===== src/rtl/tilt_pkg.sv =====
// Shared constants and types for the tilt indicator: glyph codes, digit count,
// window FSM states and the latched result mode.
package tilt_pkg;

  localparam logic [4:0] CODE_LEFT  = 5'd0;
  localparam logic [4:0] CODE_BAR   = 5'd1;
  localparam logic [4:0] CODE_RIGHT = 5'd15;
  localparam logic [4:0] CODE_EMPTY = 5'd31;

  localparam int NUM_DIGITS = 6;

  typedef enum logic [1:0] {
    IDLE,
    ACCUM,
    UPDATE
  } state_t;

  typedef enum logic [1:0] {
    MODE_BLANK,
    MODE_LEVEL,
    MODE_LEFT,
    MODE_RIGHT
  } mode_t;

endpackage


===== src/rtl/tilt_avg.sv =====
// Box-averages strobed signed samples over windows of 2^AVG_LOG2; avg_o is valid
// during the single UPDATE cycle, which also accepts sample 1 of the next window.
module tilt_avg
  import tilt_pkg::*;
#(
  parameter int AVG_LOG2 = 4
) (
  input  logic              clk_i,
  input  logic              rst_i,
  input  logic              sample_valid_i,
  input  logic signed [9:0] sample_i,
  output logic signed [9:0] avg_o,
  output logic              avg_valid_o
);

  localparam int ACC_W = 10 + AVG_LOG2;
  localparam int CNT_W = AVG_LOG2 + 1;
  localparam logic [CNT_W-1:0] LAST_CNT = CNT_W'((1 << AVG_LOG2) - 1);
  localparam logic [CNT_W-1:0] ONE_CNT  = CNT_W'(1);

  state_t                   state_q, state_d;
  logic signed [ACC_W-1:0]  acc_q, acc_d;
  logic        [CNT_W-1:0]  cnt_q, cnt_d;
  logic signed [ACC_W-1:0]  sample_ext;
  logic signed [ACC_W-1:0]  acc_shr;

  assign sample_ext = {{AVG_LOG2{sample_i[9]}}, sample_i};

  always_comb begin
    state_d = state_q;
    acc_d   = acc_q;
    cnt_d   = cnt_q;
    case (state_q)
      IDLE: begin
        if (sample_valid_i) begin
          acc_d   = sample_ext;
          cnt_d   = ONE_CNT;
          state_d = ACCUM;
        end
      end
      ACCUM: begin
        if (sample_valid_i) begin
          acc_d = acc_q + sample_ext;
          cnt_d = cnt_q + ONE_CNT;
          if (cnt_q == LAST_CNT) state_d = UPDATE;
        end
      end
      UPDATE: begin
        // The result is consumed this cycle, so the next window starts fresh here.
        state_d = ACCUM;
        if (sample_valid_i) begin
          acc_d = sample_ext;
          cnt_d = ONE_CNT;
        end else begin
          acc_d = '0;
          cnt_d = '0;
        end
      end
      default: state_d = IDLE;
    endcase
  end

  always_ff @(posedge clk_i or posedge rst_i) begin
    if (rst_i) begin
      state_q <= IDLE;
      acc_q   <= '0;
      cnt_q   <= '0;
    end else begin
      state_q <= state_d;
      acc_q   <= acc_d;
      cnt_q   <= cnt_d;
    end
  end

  assign acc_shr     = acc_q >>> AVG_LOG2;
  assign avg_o       = acc_shr[9:0];
  assign avg_valid_o = (state_q == UPDATE);

endmodule


===== src/rtl/tilt_indicator.sv =====
// Bubble-level indicator: maps each window average to six 5-bit seg7 glyph codes,
// pulses frame_valid per new pattern and blinks the indicator when tilt saturates.
module tilt_indicator
  import tilt_pkg::*;
#(
  parameter int AVG_LOG2   = 4,
  parameter int DEADBAND   = 16,
  parameter int STEP_LOG2  = 5,
  parameter int BLINK_BITS = 22
) (
  input  logic                      clk,
  input  logic                      rst,
  input  logic                      sample_valid,
  input  logic signed [9:0]         sample,
  output logic [5*NUM_DIGITS-1:0]   digits,
  output logic                      frame_valid
);

  logic signed [9:0]          avg;
  logic                       avg_valid;
  logic [9:0]                 mag, excess, step;
  logic [1:0]                 k;
  mode_t                      mode_q, mode_d;
  logic [2:0]                 idx_q, idx_d;
  logic                       sat_q, sat_d;
  logic                       new_q, frame_q;
  logic [BLINK_BITS-1:0]      blink_q;
  logic [5*NUM_DIGITS-1:0]    digits_q, digits_d;
  logic                       blank_phase;

  tilt_avg #(
    .AVG_LOG2(AVG_LOG2)
  ) u_avg (
    .clk_i          (clk),
    .rst_i          (rst),
    .sample_valid_i (sample_valid),
    .sample_i       (sample),
    .avg_o          (avg),
    .avg_valid_o    (avg_valid)
  );

  // -512 has no positive 10-bit counterpart, so it reads as full-scale 511.
  always_comb begin
    if ($unsigned(avg) == 10'h200)
      mag = 10'd511;
    else if (avg[9])
      mag = $unsigned(-avg);
    else
      mag = $unsigned(avg);
    excess = mag - 10'(DEADBAND);
    step   = excess >> STEP_LOG2;
  end

  always_comb begin
    mode_d = MODE_LEVEL;
    idx_d  = 3'd0;
    sat_d  = 1'b0;
    k      = (step >= 10'd2) ? 2'd2 : step[1:0];
    if (mag >= 10'(DEADBAND)) begin
      sat_d = (step >= 10'd3);
      if (avg[9]) begin
        mode_d = MODE_LEFT;
        idx_d  = 3'd3 + {1'b0, k};
      end else begin
        mode_d = MODE_RIGHT;
        idx_d  = 3'd2 - {1'b0, k};
      end
    end
  end

  always_comb begin
    digits_d    = {NUM_DIGITS{CODE_EMPTY}};
    blank_phase = sat_q && !blink_q[BLINK_BITS-1];
    case (mode_q)
      MODE_LEVEL: begin
        digits_d[15 +: 5] = CODE_BAR;
        digits_d[10 +: 5] = CODE_BAR;
      end
      MODE_LEFT:  if (!blank_phase) digits_d[5*int'(idx_q) +: 5] = CODE_LEFT;
      MODE_RIGHT: if (!blank_phase) digits_d[5*int'(idx_q) +: 5] = CODE_RIGHT;
      default: ;
    endcase
  end

  always_ff @(posedge clk or posedge rst) begin
    if (rst) begin
      mode_q   <= MODE_BLANK;
      idx_q    <= 3'd0;
      sat_q    <= 1'b0;
      new_q    <= 1'b0;
      frame_q  <= 1'b0;
      blink_q  <= '0;
      digits_q <= '1;
    end else begin
      blink_q  <= blink_q + 1'b1;
      new_q    <= avg_valid;
      frame_q  <= new_q;
      digits_q <= digits_d;
      if (avg_valid) begin
        mode_q <= mode_d;
        idx_q  <= idx_d;
        sat_q  <= sat_d;
      end
    end
  end

  assign digits      = digits_q;
  assign frame_valid = frame_q;

endmodule


===== config.mk =====
export PLATFORM = sky130hd
export DESIGN_NAME = tilt_indicator
export DESIGN_NICKNAME = d
export VERILOG_FILES = /design/src/rtl/tilt_pkg.sv /design/src/rtl/tilt_avg.sv /design/src/rtl/tilt_indicator.sv
export SDC_FILE = /design/constraint.sdc
export NUM_CORES = 1
export LEC_CHECK = 0
export ABC_CLOCK_PERIOD_IN_PS = 3110
export CAP_MARGIN = 20
export CORE_AREA = 2 2 108 84
export CTS_CLUSTER_SIZE = 16
export DETAILED_ROUTE_END_ITERATION = 7
export DIE_AREA = 0 0 110 86
export PLACE_DENSITY = 0.75
export SYNTH_ARGS = -nofsm -noshare
export SYNTH_HDL_FRONTEND = slang
export SYNTH_HIERARCHICAL = 1
export SYNTH_SLANG_ARGS = --single-unit

===== constraint.sdc =====
create_clock -name clk -period 3.11 [get_ports clk]
set_input_delay 0.622 -clock clk [delete_from_list [all_inputs] [get_ports clk]]
set_output_delay 0.622 -clock clk [all_outputs]
set_load 0.005 [all_outputs]

==> results.tsv <==
metric	value	unit
status	complete, no violations	
Setup crit start kind	flop	
H-tree depth	3	
CP top delay family	compound AO/OA/AOI/OAI gates	
Pins Over Slew Limit	0	
Setup CP Type	flop to flop	
number of global-route vias before repair	3235	
Die Y-Extent	86	um
io pins	44	
Synth cell types	72	
row cnt	29	
largest net degree at the start of global routing	45	
Worst R2R Start	u_avg/acc_q[4]$_DFFE_PP0P_	
Max-slew headroom	0.444	
Critical Path RT	3380	ps
multi-input combinational cell area	2260	um^2
CORE AREA	8310	um^2
crit path time final	3010	ps
first-pass GRT wire length	14700	um
area grow syn2layout	14.5	%
count leader, synth	dfrtp_1	
share of power burned in registers	0.312	
total vias in the final route	3366	
width of the die	110	um
clock skew	8.71	ps
actual slew at the worst max-slew pin	832	ps
Tcrit/Tclk final	0.968	
Post-synth EDFFs	0	
Clock Power Share	0.179	
register area	1650	um^2
Crit Path Max Fanout	7	
Die ar.	9460	um^2
Worst path slowest cell	dfrtp_2	
min-delay worst type	flop to flop	
max_cap viols	0	
synth warn	6	
P_int	2.26	mW
ranking of synthesized cells by area	dfrtp_1 30%, dfstp_2 8.7%, ha_1 8.0%, buf_4 4.8%, xnor2_1 3.9%	
number of diodes	0	
antenna viol nets, final	0	
final setup fails	0	
Non-Filler Instances	598	
final wirelength	8690	um
Design Power	3.85	mW
Synth top cells by count	51 x dfrtp_1, 42 x nor2_1, 28 x inv_1, 28 x nand2_1	
GR Util All Layers	0.196	
HP Start	new_q$_DFF_PP0_	
Yosys reg bits	65	
Max IR drop VDD	404	uV
switching power	1.59	mW
Post-synth ARST share	1.00	
crit-path cells	inv_1 -> ha_2 -> or3b_1 -> a2111oi_0 -> a211o_2 -> mux2_2 -> or2_4 -> nor2_1 -> ha_1 -> o21ai_1 -> o2bb2ai_1	
max incr delay on CP	460	ps
DR WL/cell	14.5	um
final hold vios	0	
gp weighted congestion	0.899	
Synth area leader	dfrtp_1	
antenna violations before repair	0	
DRC Markers	0	
share of cells above drive strength 1	0.153	
CP Data Arrival Time	3280	ps
CTS clock-pin slew for the worst setup and hold paths	80	ps
Initial Util	0.511	
CTS buffer count	9	
clock sink total	65	
Synth top area share	0.300	
Logic pwr share	0.509	
Buf/Inv on CP	1	
crit end category	flop	
Pleak	2.13	nW
syn avg cell area	9.34	um^2
PwrDens	792	nW/um^2
DP Wirelength	6340	um
sequential fraction of the synthesis area	0.387	
placed insts	582	
Sw Share	0.412	
CP Launch Point	u_avg/acc_q[4]$_DFFE_PP0P_	
DRT Pass-1 Iters	4	
ys flop type	dfrtp_1	
Synth Cell Area	4250	um^2
synthesized instance count	455	
Synth Net Count	496	
Overflow after GRT	0	
worst skew pair latency	340	ps
CTS tree	done	
nets	526	
fmax	332	MHz
port bufs	43	
post-DR vias/cell	5.63	
Fillers	706	
worst-case clock buffer depth	2	
# Post-CTS Setup Buffers	0	
DR iter-0 viols	200	
root buffer cell	clkbuf_8	
stage by stage:
step                      area (um^2)  TNS, ps  setup slack [ps]   util  hold WS, ps
after floorplan                  4250        0               204      -          331
after global placement           4660        0               161  0.561          338
after detailed placement         4660        0              11.3  0.561          344
after CTS                        4850        0              14.6  0.584          362
after global routing             4860     -130             -46.9  0.585          377
final                            4860        0               100  0.585          357
metal layers:
layer  wire, um  global-route usage  up-vias
li1           -                   -     1658
met1       4100               0.273     1624
met2       4110               0.311       72
met3        359              0.0357       12
met4        114              0.0621        0
met5          0                   0        -
state kept, by name, summed over array words and instances, names as in the netlist:
register / cells
u_avg/cnt_q: 5
u_avg/state_q: 2
idx_q: 3
blink_q: 22
frame_valid: 1
sat_q: 1
new_q: 1
digits: 14
mode_q: 2
u_avg/acc_q: 14
what timing repair did:
| action | CTS | global route |
|---|---|---|
| gates cloned | 0 | 0 |
| pin swaps | 0 | 1 |
| setup endpoints to repair | 1 | 4 |
| hold buffers | 0 | 0 |
| resized for setup | 1 | 4 |
final cells by class:
cell class / count / share of cell area
clock inverter: 6 / 0.00900
tap: 108 / 0.0278
multi-input combinational: 325 / 0.465
sequential: 65 / 0.338
timing repair buffer: 55 / 0.107
inverter: 29 / 0.0224
clock buffer: 10 / 0.0306
power groups by stage:
stage	Sequential [mW]	Combinational, mW	Clock (mW)
6_report	1.20	1.96	0.690
4_1_cts	1.20	1.93	0.715
5_1_grt	1.23	2.19	0.750
3_5_place_dp	1.21	1.92	0
2_1_floorplan	1.15	1.57	0
3_3_place_gp	1.20	1.87	0
placed cells by master (no fill, tap or decap), types with 5 or more instances in the layout:
cell and count:
dfstp_2 14, xnor2_1 19, a21o_1 8, buf_4 12, clkbuf_8 9, nor3_1 13, a211oi_1 5, nor2_1 42
o21ai_0 15, nand2_1 28, inv_1 28, or2_2 7, nand2b_1 5, nor2b_1 6, clkdlybuf4s50_1 43, nand4_1 10
ha_1 25, a21oi_1 26, and3_1 6, nand3_1 19, dfrtp_1 50, xor2_1 8
path summary, 6_finish.rpt:
check                                             end  slack, ps  depth (start not counted)
max                              idx_q[2]$_DFFE_PP0P_        100                         11
max reg2reg                      idx_q[2]$_DFFE_PP0P_        100                         11
min reg2reg                     frame_valid$_DFF_PP0_        360                          0
max in group asynchronous  u_avg/acc_q[4]$_DFFE_PP0P_       1770                          2
min                             frame_valid$_DFF_PP0_        360                          0
min in group asynchronous        blink_q[4]$_DFF_PP0_        740                          3
cells by family (layout without fill, tap and decap cells):
| group | Yosys count | after routing | share of synthesized area |
|---|---|---|---|
| simple gates | 162 | 162 | 0.201 |
| compound gates | 103 | 103 | 0.176 |
| flops | 65 | 65 | 0.387 |
| buf+inv | 65 | 100 | 0.0836 |
| fa+ha+maj | 28 | 28 | 0.0842 |
| xor+xnor | 27 | 27 | 0.0557 |
| mux | 5 | 5 | 0.0124 |
Note: power is estimated with default switching activity, not from simulation.
